**src/rtl/crc3_dma.sv**
```systemverilog
// rtl/crc3_dma.sv - memory-scanning CRC-32 accelerator with Avalon-MM slave and read master
module crc3_dma #(
    parameter int          ADDR_W       = 3,
    parameter logic [31:0] POLY         = 32'h04C11DB7,
    parameter logic [31:0] SEED_DEFAULT = 32'hFFFFFFFF
) (
    input  logic              clk,
    input  logic              reset,
    input  logic              ctrl_write,
    input  logic [31:0]       ctrl_writedata,
    input  logic              ctrl_read,
    input  logic [ADDR_W-1:0] ctrl_address,
    output logic [31:0]       ctrl_readdata,
    output logic              ctrl_waitrequest,
    output logic              master_read,
    output logic [31:0]       master_address,
    input  logic [63:0]       master_readdata,
    input  logic              master_waitrequest,
    input  logic              master_readdatavalid,
    output logic              master_burstcount,
    output logic [7:0]        master_byteenable,
    output logic              irq
);

    typedef enum logic [1:0] {S_IDLE, S_REQ, S_WAIT, S_DONE} state_t;

    state_t      state, state_nxt;
    logic [31:0] addr_r, len_r, seed_r, result_r;
    logic [31:0] crc_r, ptr_r, remain_r;
    logic        done_r, irq_en_r, rd_phase;
    logic [2:0]  reg_idx;
    logic        idle, start;
    logic [31:0] rd_mux;

    // Byte 0 first, each byte MSB first, all 64 bits unrolled into one cycle.
    function automatic logic [31:0] crc_fold(input logic [31:0] c_in, input logic [63:0] d);
        logic [31:0] c;
        logic        fb;
        c = c_in;
        for (int b = 0; b < 8; b++) begin
            for (int i = 7; i >= 0; i--) begin
                fb = c[31] ^ d[8*b+i];
                c  = {c[30:0], 1'b0} ^ (fb ? POLY : 32'd0);
            end
        end
        return c;
    endfunction

    assign reg_idx           = ctrl_address[2:0];
    assign idle              = (state == S_IDLE);
    assign start             = ctrl_write && (reg_idx == 3'd0) && ctrl_writedata[0] && idle;
    assign master_read       = (state == S_REQ);
    assign master_address    = ptr_r;
    assign master_burstcount = 1'b1;
    assign master_byteenable = 8'hFF;
    assign ctrl_waitrequest  = ctrl_read && !rd_phase;

    always_ff @(posedge clk) begin
        if (reset) state <= S_IDLE;
        else       state <= state_nxt;
    end

    always_comb begin
        state_nxt = state;
        case (state)
            S_IDLE: if (start && len_r != 32'd0) state_nxt = S_REQ;
            S_REQ:  if (!master_waitrequest) state_nxt = S_WAIT;
            S_WAIT: if (master_readdatavalid) state_nxt = (remain_r == 32'd1) ? S_DONE : S_REQ;
            S_DONE: state_nxt = S_IDLE;
            default: state_nxt = S_IDLE;
        endcase
    end

    always_comb begin
        rd_mux = 32'd0;
        case (reg_idx)
            3'd0: rd_mux = {29'd0, done_r, irq_en_r, !idle};
            3'd1: rd_mux = addr_r;
            3'd2: rd_mux = len_r;
            3'd3: rd_mux = seed_r;
            3'd4: rd_mux = result_r;
            default: rd_mux = 32'd0;
        endcase
    end

    always_ff @(posedge clk) begin
        if (reset) begin
            addr_r        <= 32'd0;
            len_r         <= 32'd0;
            seed_r        <= SEED_DEFAULT;
            result_r      <= 32'd0;
            crc_r         <= 32'd0;
            ptr_r         <= 32'd0;
            remain_r      <= 32'd0;
            done_r        <= 1'b0;
            irq_en_r      <= 1'b0;
            irq           <= 1'b0;
            rd_phase      <= 1'b0;
            ctrl_readdata <= 32'd0;
        end else begin
            if (ctrl_write) begin
                case (reg_idx)
                    3'd0: irq_en_r <= ctrl_writedata[1];
                    3'd1: if (idle) addr_r <= {ctrl_writedata[31:3], 3'b000};
                    3'd2: if (idle) len_r  <= ctrl_writedata;
                    3'd3: if (idle) seed_r <= ctrl_writedata;
                    3'd5: if (ctrl_writedata[0]) done_r <= 1'b0;
                    default: ;
                endcase
            end

            case (state)
                S_IDLE: begin
                    if (start) begin
                        if (len_r != 32'd0) begin
                            crc_r    <= seed_r;
                            ptr_r    <= addr_r;
                            remain_r <= len_r;
                            done_r   <= 1'b0;
                        end else begin
                            result_r <= seed_r;
                            done_r   <= 1'b1;
                        end
                    end
                end
                S_REQ: if (!master_waitrequest) ptr_r <= ptr_r + 32'd8;
                S_WAIT: begin
                    if (master_readdatavalid) begin
                        crc_r    <= crc_fold(crc_r, master_readdata);
                        remain_r <= remain_r - 32'd1;
                    end
                end
                S_DONE: begin
                    result_r <= crc_r;
                    done_r   <= 1'b1;
                end
                default: ;
            endcase

            irq <= done_r && irq_en_r;

            // Data is captured in the stall cycle and presented in the second.
            rd_phase <= ctrl_read && !rd_phase;
            if (ctrl_read && !rd_phase) ctrl_readdata <= rd_mux;
        end
    end

endmodule

```
**config.mk**
```make
export PLATFORM = sky130hd
export DESIGN_NAME = crc3_dma
export DESIGN_NICKNAME = d
export VERILOG_FILES = /design/src/rtl/crc3_dma.sv
export SDC_FILE = /design/constraint.sdc
export NUM_CORES = 1
export LEC_CHECK = 0
export BUFFER_PORTS_ARGS = -buffer_cell sky130_fd_sc_hd__buf_2
export CELL_PAD_IN_SITES_DETAIL_PLACEMENT = 1
export CELL_PAD_IN_SITES_GLOBAL_PLACEMENT = 1
export CORE_MARGIN = 2
export CORE_UTILIZATION = 51
export CTS_CLUSTER_DIAMETER = 120
export CTS_CLUSTER_SIZE = 12
export DETAILED_ROUTE_END_ITERATION = 8
export PLACE_DENSITY = 0.91
export SYNTH_ARGS = -nofsm -noshare
export SYNTH_HDL_FRONTEND = slang
export SYNTH_SLANG_ARGS = --single-unit
```
**constraint.sdc**
```tcl
create_clock -name clk -period 13.2 [get_ports clk]
set_clock_uncertainty 0.05 [all_clocks]
set_input_delay 1.32 -clock clk [delete_from_list [all_inputs] [get_ports clk]]
set_output_delay 1.32 -clock clk [all_outputs]
set_load 0.05 [all_outputs]
```
# After elaboration in Yosys (flattened, before gate mapping)
# Index checks and enable logic that the tools add are counted.
# Widths: inputs -> output; s select.
[word_totals]
wordCells = 271
register_bits = 259
latch_bits = 0
rom_bits = 0
memories = 0
mem_bits_rw = 0
in_bits = 105
[op_classes]
bitwise_logic = 128
order_cmp = 0
multipliers = 0
n_div = 0
addsub = 2
reduce_logical = 22
n_shift = 0
mux = 91
eq_ne = 15
[ops]
columns = ["cell", "count"]
rows = [
  ["$xor 32x27->32", 64],
  ["$mux 27", 64],
  ["$mux 32", 11],
  ["$pmux 32 s2", 4],
  ["$pmux 32 s5", 1],
  ["$xor 1x1->1", 64],
  ["$add 32x4->32 const B", 1],
  ["$eq 32x1->1 const B", 1],
  ["$reduce_bool 32->1", 1],
  ["$sub 32x1->32 const B", 1],
  ["$reduce_and 3->1", 5],
  ["$mux 2", 4],
  ["$pmux 2 s4", 1],
  ["$reduce_and 4->1", 2],
  ["$eq 3x2->1 const B", 2],
  ["$eq 3x3->1 const B", 2],
  ["$logic_and 1x1->1", 6],
  ["$ne 2x1->1 const B", 3],
  ["$ne 2x2->1 const B", 3],
  ["$reduce_bool 2->1", 3],
  ["$mux 1", 5],
  ["$eq 2x2->1 const B", 2],
  ["$eq 3x1->1 const B", 1],
  ["$logic_not 3->1", 1],
  ["other kinds (5)", 6],
]

# Longest topological paths before layout
# Gate-level depths: netlist (run 1).
[logic_depth]
depth_word = 194
mapped_depth = 16
ltp_nobuf = 15

# Worst setup path before layout (run 1)
# No wires, ideal clock.
[synth_path]
path_type = "input port to flip-flop"
startpoint = "input master_readdata[11]"
endpoint = "register crc_r[11]"
n_path_buf = 1
setup_slack_ns = 6.530
stages = 16
t_arrival_ns = 6.532
path_cell_list = "xnor2_1 > xnor3_2 > xnor3_2 > xor2_4 > xnor2_2 > xnor3_1 > buf_4 > xor3_2 > xor3_4 > xor2_2 > xnor3_2 > xnor3_2 > xor2_4 > xnor2_1 > and2_1 > o32ai_2"
[synth_via]
elab_chain_len = 72
[synth_rtl]
columns = ["item", "line_no", "source"]
rows = [
  ["start, declared", "17", "input logic [63:0] master_readdata,"],
  ["$xor 1x1->1 *", "42", "fb = c[31] ^ d[8*b+i];"],
  ["$mux 27 *", "43", "c = {c[30:0], 1'b0} ^ (fb ? POLY : 32'd0);"],
  ["$xor 32x27->32 * (6 in a row)", "43", ""],
  ["$xor 1x1->1 / $xor 32x27->32 (equally long branches)", "42, 43", ""],
  ["$mux 27 / $xor 32x27->32 (equally long branches)", "43", ""],
  ["$xor 32x27->32 * (6 in a row)", "43", ""],
  ["$xor 1x1->1 / $xor 32x27->32 (equally long branches)", "42, 43", ""],
  ["$mux 27 / $xor 32x27->32 (equally long branches)", "43", ""],
  ["[38 not listed]", "n/a", ""],
  ["$xor 1x1->1 / $xor 32x27->32 (equally long branches)", "42, 43", ""],
  ["$mux 27 / $xor 32x27->32 (equally long branches)", "43", ""],
  ["$xor 32x27->32 * (6 in a row)", "43", ""],
  ["$xor 1x1->1 / $xor 32x27->32 (equally long branches)", "42, 43", ""],
  ["$mux 27 / $xor 32x27->32 (equally long branches)", "43", ""],
  ["$xor 32x27->32 * (4 in a row)", "43", ""],
  ["$mux 32 *", "128", "if (master_readdatavalid) begin"],
  ["$pmux 32 s2 *", "112", "case (state)"],
  ["end signal, assigned", "116", "crc_r <= seed_r;"],
  ["end signal, assigned", "129", "crc_r <= crc_fold(crc_r, master_readdata);"],
  ["end, declared", "29", "logic [31:0] crc_r, ptr_r, remain_r;"],
]
# Mark *: on every way between the ends. The rest lies on a longest branch, timed or not. The select of a mux whose other input is x is not followed.
# A chain may end at the register's enable or synchronous reset.

# Worst setup path after layout (run 1)
[layout_path]
startpoint = "input master_readdata[14]"
endpoint = "register crc_r[7]"
[layout_via]
elab_chain_len = 77
[layout_rtl]
columns = ["item", "line_no"]
rows = [
  ["$xor 1x1->1 *", "42"],
  ["$mux 27 *", "43"],
  ["$xor 32x27->32 * (6 in a row)", "43"],
  ["$xor 1x1->1", "42"],
  ["$mux 27", "43"],
  ["$xor 32x27->32 * (6 in a row)", "43"],
  ["$xor 1x1->1", "42"],
  ["$mux 27", "43"],
  ["[46 not listed]", "n/a"],
  ["$xor 1x1->1", "42"],
  ["$mux 27", "43"],
  ["$xor 32x27->32 * (6 in a row)", "43"],
  ["$xor 1x1->1", "42"],
  ["$mux 27", "43"],
  ["$xor 32x27->32 *", "43"],
  ["$mux 32 *", "128"],
  ["$pmux 32 s2 *", "112"],
]
# Marked as above.

==> results of run 1 <==
[per-stage QoR]
step           std cells  cell area, µm²  hold slack [ns]  worst slack (ns)
3_5_place_dp        2621           20600            0.409              5.17
2_1_floorplan       2065           19500            0.371              6.53
5_1_grt             2648           21200            0.458              5.34
4_1_cts             2648           21200            0.428              5.71
3_3_place_gp        2621           20600            0.402              5.27
6_report            2648           21200            0.430              5.73
[cell families after synthesis]
| kind of cell | count (synthesis) | synth area share (%) |
|---|---|---|
| other cells | 2 | 0.0387 |
| compound gates | 499 | 16.3 |
| simple gates | 553 | 12.5 |
| mux | 45 | 2.32 |
| buf+inv | 156 | 3.27 |
| fa+ha+maj | 7 | 0.451 |
| flops | 256 | 26.4 |
| xor+xnor | 537 | 38.8 |
[state kept, by name, summed over array words and instances (netlist names), 2 cells and up]
| signal | flops |
|---|---|
| crc_r | 32 |
| ctrl_readdata | 32 |
| len_r | 32 |
| remain_r | 32 |
| result_r | 32 |
| seed_r | 32 |
| addr_r | 29 |
| master_address | 29 |
| state | 2 |
[final timing paths]
kind	start	cells past startpoint	endpoint
setup reg to reg	crc_r[31]	15	crc_r[7]
hold reg to reg	addr_r[24]	2	addr_r[24]
setup / recovery	master_readdata[14]	16	crc_r[7]
hold / removal	addr_r[24]	2	addr_r[24]
[final cells by class]
class	instances	area (µm²)
inverters	16	60.1
multi-input cells	1653	13800
fillers	4316	16400
clock inverters	2	28.8
well taps	511	639
repair buffers	185	977
clock buffers	25	626
flip-flops and latches	256	5120
[layer usage]
metal  global-route usage [%]  wire length [µm]  vias up
met2                     59.0             33500      702
met1                     46.9             28500     8373
met4                     10.6              2270        2
met3                     4.51              5160      132
li1                         -                 -     7316
met5                        0                13        -
[critical path: stages]
cell	delay, ns
buf_2	0.13
xnor2_2	0.48
xnor3_1	0.56
xor2_1	0.50
xnor3_1	0.62
xnor3_1	0.70
xor2_1	0.50
xnor3_1	0.31
xnor2_1	0.56
xnor3_1	0.39
xnor2_1	0.24
xnor2_1	0.61
xnor2_1	0.20
xnor2_1	0.43
a21o_1	0.19
a21oi_1	0.06
[synth_stat cells, drive strengths merged (32+ instances only)]
cell / number / area share [%]
a21oi: 196 / 5.0
xor2: 83 / 4.6
dfxtp: 256 / 26
nor2b: 38 / 1.2
a211o: 32 / 1.4
nand2: 236 / 4.6
nor2: 162 / 3.1
a211oi: 76 / 2.9
clkbuf: 117 / 2.3
mux2i: 44 / 2.3
xnor3: 142 / 17
a22oi: 77 / 3.0
o21ai: 52 / 1.3
xnor2: 288 / 15
==> flow_summary.yaml, run 1 <==
status:
  status: "finished clean"
cts:
  cts_buffers: 25
  ctsResizeCount: 0
  cts_hold_buf: 0
  clock_path_buffers: 3
  clk_latency_ns: 0.55
  cts_tree: "yes"
  clock-root-buffer: "clkbuf_16"
  clk_pin_slew_worst_paths_ns: 0.07
  cts_sinks: 256
  htreeDepth: 1
  post_cts_buffers: 0
placement:
  place_congestion: 0.968
  portBuffers: 168
  dp_hpwl_mm: 53.8
worst_setup_path:
  reg2reg_slack_ns: 6.09
  end_kind: "register"
  arrival_ns: 7.81
  start_kind: "input port"
  crit_type: "in2reg"
  crit_fanout: 7
  crit_required_ns: 13.54
timing:
  report.final.setup_viol: 0
  fin_crit_sh_pct: 56.6
  worst_pin_slew_ns: 1.29
  tns_ns: 0
  hold_viol_final: 0
  min_period_ns: 7.47
  clock.fmax_mhz: 134
  rsz0062_at_grt: "false"
  relSlewSlack_pct: 14.1
  maxSlewViolCount: 0
floorplan:
  die_x_um: 199
  row_count: 71
  die_h_um: 199
  top_level_ports: 181
  die-area_um2: 39700
  start_util_pct: 51.7
  core_area_um2: 37600
final_layout:
  drive_above_1_share_pct: 13.6
  area_growth_pct: 9.17
  final_nets: 2249
  final_common_cell: "dfxtp_1"
  fin_util_pct: 56.4
  most-common-layout-cells: "dfxtp_1 (256), xnor2_1 (254), nand2_1 (236), a21oi_1 (195), buf_2 (167)"
  antenna_cells: 0
routing:
  detail_route.wl_per_cell_um: 26.3
  firstDrtPassIters: 6
  routed_wl_mm: 69.5
  drt.antenna.violating_nets: 0
  vias: 16525
  first_iter_violations: 1496
  avgViaCountPerCell: 6.24
  drc: 0
global_routing:
  grt_pass1_wl_mm: 105
  grt_max_degree: 101
  grt_util_all_layers_pct: 35.0
  overflow: 0
  grt_pass1_vias: 16769
  antenna_found_initial: 2
yosys:
  synthCells: 2055
  avgSynthCellArea_um2: 9.45
  synth_edf_count: 0
  synth_area_um2: 19400
  synth-main-ff-cell: "dfxtp_1"
  async_reset_ff_share_pct: 0
  yosysWarnings: 0
  synth_cell_types: 56
  ys_seq_elements: 256
  ys_seq_area_share_pct: 26.4
run:
  cap_viol_max_count: 0
min_path:
  hp-class: "reg2reg"
Power of run 1 is left out: the tool's default activity adds up to more than one toggle a clock period on the data nets, which glitch-free logic cannot reach.
==> run 2: changes to the inputs <==
--- a/config.mk
+++ b/config.mk
@@ -9,11 +9,11 @@
 export CELL_PAD_IN_SITES_DETAIL_PLACEMENT = 1
 export CELL_PAD_IN_SITES_GLOBAL_PLACEMENT = 1
 export CORE_MARGIN = 2
-export CORE_UTILIZATION = 51
+export CORE_UTILIZATION = 47
 export CTS_CLUSTER_DIAMETER = 120
 export CTS_CLUSTER_SIZE = 12
 export DETAILED_ROUTE_END_ITERATION = 8
-export PLACE_DENSITY = 0.91
+export PLACE_DENSITY = 0.85
 export SYNTH_ARGS = -nofsm -noshare
 export SYNTH_HDL_FRONTEND = slang
 export SYNTH_SLANG_ARGS = --single-unit
==> constraint.sdc (replaced) <==
create_clock -name clk -period 7.4 [get_ports clk]
set_clock_uncertainty 0.05 [all_clocks]
set_input_delay 0.74 -clock clk [delete_from_list [all_inputs] [get_ports clk]]
set_output_delay 0.74 -clock clk [all_outputs]
set_load 0.05 [all_outputs]
==> flow_summary.yaml, run 2 (synthesized netlist as in run 1, its figures left out) <==
final_layout:
  final_common_cell: "dfxtp_1"
  fill_cells: 4703
  final_nets: 2275
  stdcell_area_um2: 21400
  fin_util_pct: 52.4
  area_growth_pct: 10.2
  most-common-layout-cells: "dfxtp_1 (256), xnor2_1 (254), nand2_1 (236), a21oi_1 (195), buf_2 (167)"
  drive_above_1_share_pct: 14.6
  antenna_cells: 0
  instances_no_fill: 2694
global_routing:
  antenna_found_initial: 0
  grt_max_degree: 102
  grt_pass1_wl_mm: 106
  grt_util_all_layers_pct: 31.8
  overflow: 0
  grt_pass1_vias: 16897
routing:
  avgViaCountPerCell: 6.08
  drt.antenna.violating_nets: 0
  firstDrtPassIters: 5
  vias: 16392
  first_iter_violations: 1628
  drc: 0
  detail_route.wl_per_cell_um: 26.1
  routed_wl_mm: 70.3
worst_setup_path:
  crit_type: "reg2reg"
  crit_buf_inv: 1
  r2r-end: "crc_r[26]"
  r2r-start: "crc_r[16]"
  reg2regPathDepth: 16
  path_common_cell: "xnor3_1"
  arrival_ns: 7.35
  crit_chain: "xnor2_1 > buf_4 > xor2_1 > xnor3_1 > xnor3_1 > xnor3_1 > xnor2_2 > xnor3_1 > xnor2_1 > xnor3_1 > xnor2_1 > xnor2_1 > xnor2_1 > xnor3_1 > nand2_1 > a211oi_1"
  reg2reg_slack_ns: 0.39
  slowest_delay_ns: 0.77
  crit_required_ns: 7.74
  crit_fanout: 8
  crit_slowest_cell: "xnor3_1"
  end_kind: "register"
  path_delay_family: "XOR/XNOR gates"
  start_kind: "register"
min_path:
  hp-class: "reg2reg"
  hold_depth: 2
  holdPathEnd: "irq"
  hold_start: "irq_en_r"
cts:
  cts_sinks: 256
  htreeDepth: 1
  clock-root-buffer: "clkbuf_16"
  clk_latency_ns: 0.53
  cts_hold_buf: 0
  post_cts_buffers: 0
  cts_buffers: 25
  ctsResizeCount: 0
  clk_pin_slew_worst_paths_ns: 0.06
  cts_tree: "yes"
  clock_path_buffers: 3
floorplan:
  start_util_pct: 47.6
  row_count: 74
  top_level_ports: 181
  die_x_um: 207
  die_h_um: 207
  core_area_um2: 40800
  die-area_um2: 43000
status:
  status: "finished clean"
timing:
  maxSlewViolCount: 0
  fin_crit_sh_pct: 94.7
  hold_viol_final: 0
  rsz0062_at_grt: "false"
  clock.fmax_mhz: 143
  worst_pin_slew_ns: 1.30
  min_period_ns: 7.01
  tns_ns: 0
  relSlewSlack_pct: 13.3
  report.final.setup_viol: 0
placement:
  dpl.cell_count: 2668
  dp_hpwl_mm: 54.1
  place_area_um2: 20800
  portBuffers: 168
  place_congestion: 0.940
run:
  cap_viol_max_count: 0
==> run 2: changes by cell type in the layout (fill, tap and decap cells not counted), sizes merged <==
cell  previous run  this run
buf            184       210
inv             18        17
==> run 2: how the worst max path moves through the flow <==
stage / from / to / cells past startpoint
after floorplan: master_readdata[11] / crc_r[11] / 16
after global placement: master_readdata[2] / crc_r[26] / 16
after detailed placement: master_readdata[2] / crc_r[26] / 16
after CTS: crc_r[16] / crc_r[26] / 16
after global routing: crc_r[16] / crc_r[26] / 16
final: crc_r[16] / crc_r[26] / 16
==> run 2: worst register-to-register path, delay by kind of cell, from the launching register on <==
family / cells / cell delay (ns)
buffers and inverters: 1 / 0.19
flip-flops: 1 / 0.53
XOR/XNOR: 13 / 5.93
AND/OR/NAND/NOR: 1 / 0.10
AO/OA/AOI/OAI: 1 / 0.07
==> run 2: layout make-up <==
type / count / area (µm²) / area share [%]
sequential: 256 / 5120 / 23.9
multi-input combinational: 1653 / 13800 / 64.2
tap: 532 / 666 / 3.11
clock inverter: 1 / 8.76 / 0.0409
timing repair buffer: 211 / 1170 / 5.47
clock buffer: 25 / 626 / 2.92
inverter: 16 / 60.1 / 0.280
==> run 2: layer usage <==
metal	track usage [%]	part of all wire, %	vias to the layer above
met3	4.31	7.1	124
met2	51.7	46	634
met4	8.23	2.9	0
li1	-	-	7359
met5	0	0	-
met1	44.6	44	8275
==> run 2: metrics by stage <==
| step | setup slack [ns] | hold slack, ns |
|---|---|---|
| after global placement | 0.127 | 0.403 |
| after global routing | 0.225 | 0.424 |
| after floorplan | 1.31 | 0.371 |
| after CTS | 0.453 | 0.410 |
| final | 0.391 | 0.413 |
| after detailed placement | 0.0674 | 0.401 |
Power of run 2 is left out for the same reason.
==> run 3: changes to the inputs <==
--- a/config.mk
+++ b/config.mk
@@ -8,12 +8,14 @@
 export BUFFER_PORTS_ARGS = -buffer_cell sky130_fd_sc_hd__buf_2
 export CELL_PAD_IN_SITES_DETAIL_PLACEMENT = 1
 export CELL_PAD_IN_SITES_GLOBAL_PLACEMENT = 1
+export CORE_ASPECT_RATIO = 1.25
 export CORE_MARGIN = 2
-export CORE_UTILIZATION = 47
+export CORE_UTILIZATION = 43
 export CTS_CLUSTER_DIAMETER = 120
 export CTS_CLUSTER_SIZE = 12
 export DETAILED_ROUTE_END_ITERATION = 8
-export PLACE_DENSITY = 0.85
+export PLACE_DENSITY = 0.82
+export SETUP_SLACK_MARGIN = 0.05
 export SYNTH_ARGS = -nofsm -noshare
 export SYNTH_HDL_FRONTEND = slang
 export SYNTH_SLANG_ARGS = --single-unit
==> constraint.sdc (replaced) <==
create_clock -name clk -period 6.37 [get_ports clk]
set_clock_uncertainty 0.05 [all_clocks]
set_input_delay 0.637 -clock clk [delete_from_list [all_inputs] [get_ports clk]]
set_output_delay 0.637 -clock clk [all_outputs]
set_load 0.05 [all_outputs]
==> flow_summary.yaml, run 3 (synthesized netlist as in run 1, its figures left out) <==
global_routing:
  grt.met2_usage_pct: 54.5
  grt_pass1_wl_mm: 109
  top_usage_layer: "met2"
  use_met3_pct: 2.45
  grt_pass1_vias: 17581
  antenna_found_initial: 1
  grt_util_met1_pct: 35.8
  grt_max_degree: 207
  overflow: 0
  grt_util_all_layers_pct: 30.1
floorplan:
  die_x_um: 194
  start_util_pct: 43.3
  die_h_um: 242
  die-area_um2: 46900
  core_area_um2: 44800
  row_count: 87
  top_level_ports: 181
worst_setup_path:
  cp-startpoint: "crc_r[28]"
  path_common_cell: "xnor2_1"
  crit_buf_inv: 2
  arrival_ns: 6.54
  end_kind: "register"
  crit_required_ns: 6.77
  crit_fanout: 5
  crit_chain: "buf_4 > xnor2_2 > xnor3_2 > buf_4 > xnor2_1 > xnor2_1 > xnor2_1 > xnor2_1 > xnor3_1 > xor3_4 > xor2_2 > xnor3_2 > xnor3_2 > xor2_4 > xnor2_1 > and2_1 > o32ai_2"
  slowest_delay_ns: 0.57
  crit_type: "reg2reg"
  path_delay_family: "XOR/XNOR gates"
  crit_slowest_cell: "xnor2_1"
  start_kind: "register"
  r2r-start: "crc_r[28]"
min_path:
  hp-class: "in2reg"
  hold_start: "ctrl_writedata[3]"
final_layout:
  stdcell_area_um2: 22700
  most-common-layout-cells: "dfxtp_1 (256), xnor2_1 (250), nand2_1 (236), a21oi_1 (195), buf_4 (192)"
  drive_above_1_share_pct: 20.5
  area_growth_pct: 16.8
  final_nets: 2427
  antenna_cells: 0
  final_common_cell: "dfxtp_1"
timing:
  tns_ns: 0
  worst_pin_slew_ns: 1.13
  fin_crit_sh_pct: 96.3
  maxSlewViolCount: 0
  min_period_ns: 6.13
  worst_slack_ns: 0.236
  relSlewSlack_pct: 24.5
  report.final.setup_viol: 0
  clock.fmax_mhz: 163
  hold_viol_final: 0
  rsz0062_at_grt: "false"
cts:
  cts_tree: "yes"
  cts_buffers: 25
  htreeDepth: 1
  post_cts_buffers: 0
  clk_pin_slew_worst_paths_ns: 0.07
  clock-root-buffer: "clkbuf_16"
  clock_path_buffers: 3
  clk_latency_ns: 0.54
  cts_sinks: 256
routing:
  first_iter_violations: 1050
  detail_route.wl_per_cell_um: 24.8
  avgViaCountPerCell: 5.76
  vias: 16644
  routed_wl_mm: 71.6
  drc: 0
  drt.antenna.violating_nets: 0
  firstDrtPassIters: 5
placement:
  place_area_um2: 22000
  dp_hpwl_mm: 56.2
  portBuffers: 168
  place_congestion: 0.979
  place_ws_ns: -0.258
run:
  cap_viol_max_count: 0
status:
  status: "finished clean"
[run 3: timing repair]
item / CTS / global route
setup endpoints to repair: 4 / 11
hold buffers: 0 / 0
resized for setup: 2 / 5
[run 3: cell type report]
class / count / area (µm²)
inverters: 16 / 60.1
fillers: 5171 / 22200
multi-input cells: 1653 / 13800
repair buffers: 363 / 2350
clock buffers: 25 / 626
flip-flops and latches: 256 / 5120
well taps: 578 / 723
clock inverters: 1 / 8.76
[run 3: final timing paths]
| kind | endpoint | slack, ns | cells past startpoint |
|---|---|---|---|
| max | crc_r[11] | 0.24 | 17 |
| min | seed_r[3] | 0.30 | 2 |
| max reg2reg | crc_r[11] | 0.24 | 17 |
| min reg2reg | addr_r[29] | 0.42 | 2 |
[run 3: worst reg2reg max path, stage by stage, from the launching register on]
cell	delay (ns)
dfxtp_1	0.36
buf_4	0.18
xnor2_2	0.37
xnor3_2	0.54
buf_4	0.17
xnor2_1	0.38
xnor2_1	0.16
xnor2_1	0.57
xnor2_1	0.24
xnor3_1	0.55
xor3_4	0.51
xor2_2	0.18
xnor3_2	0.45
xnor3_2	0.48
xor2_4	0.31
xnor2_1	0.14
and2_1	0.20
o32ai_2	0.21
[run 3: layer usage]
layer | vias to the layer above | share of wire (%)
li1 | 7658 | -
met1 | 8323 | 39
met5 | - | 0.017
met3 | 137 | 4.3
met2 | 524 | 51
met4 | 2 | 5.4
[run 3: metrics by stage]
stage | util, % | instances | hold WS, ns
after detailed placement | 49.1 | 2866 | 0.414
final | 50.6 | 2892 | 0.298
after global routing | 50.6 | 2892 | 0.295
after CTS | 50.5 | 2892 | 0.290
after global placement | 49.1 | 2866 | 0.398
after floorplan | - | 2065 | 0.371
Power of run 3 is left out for the same reason.
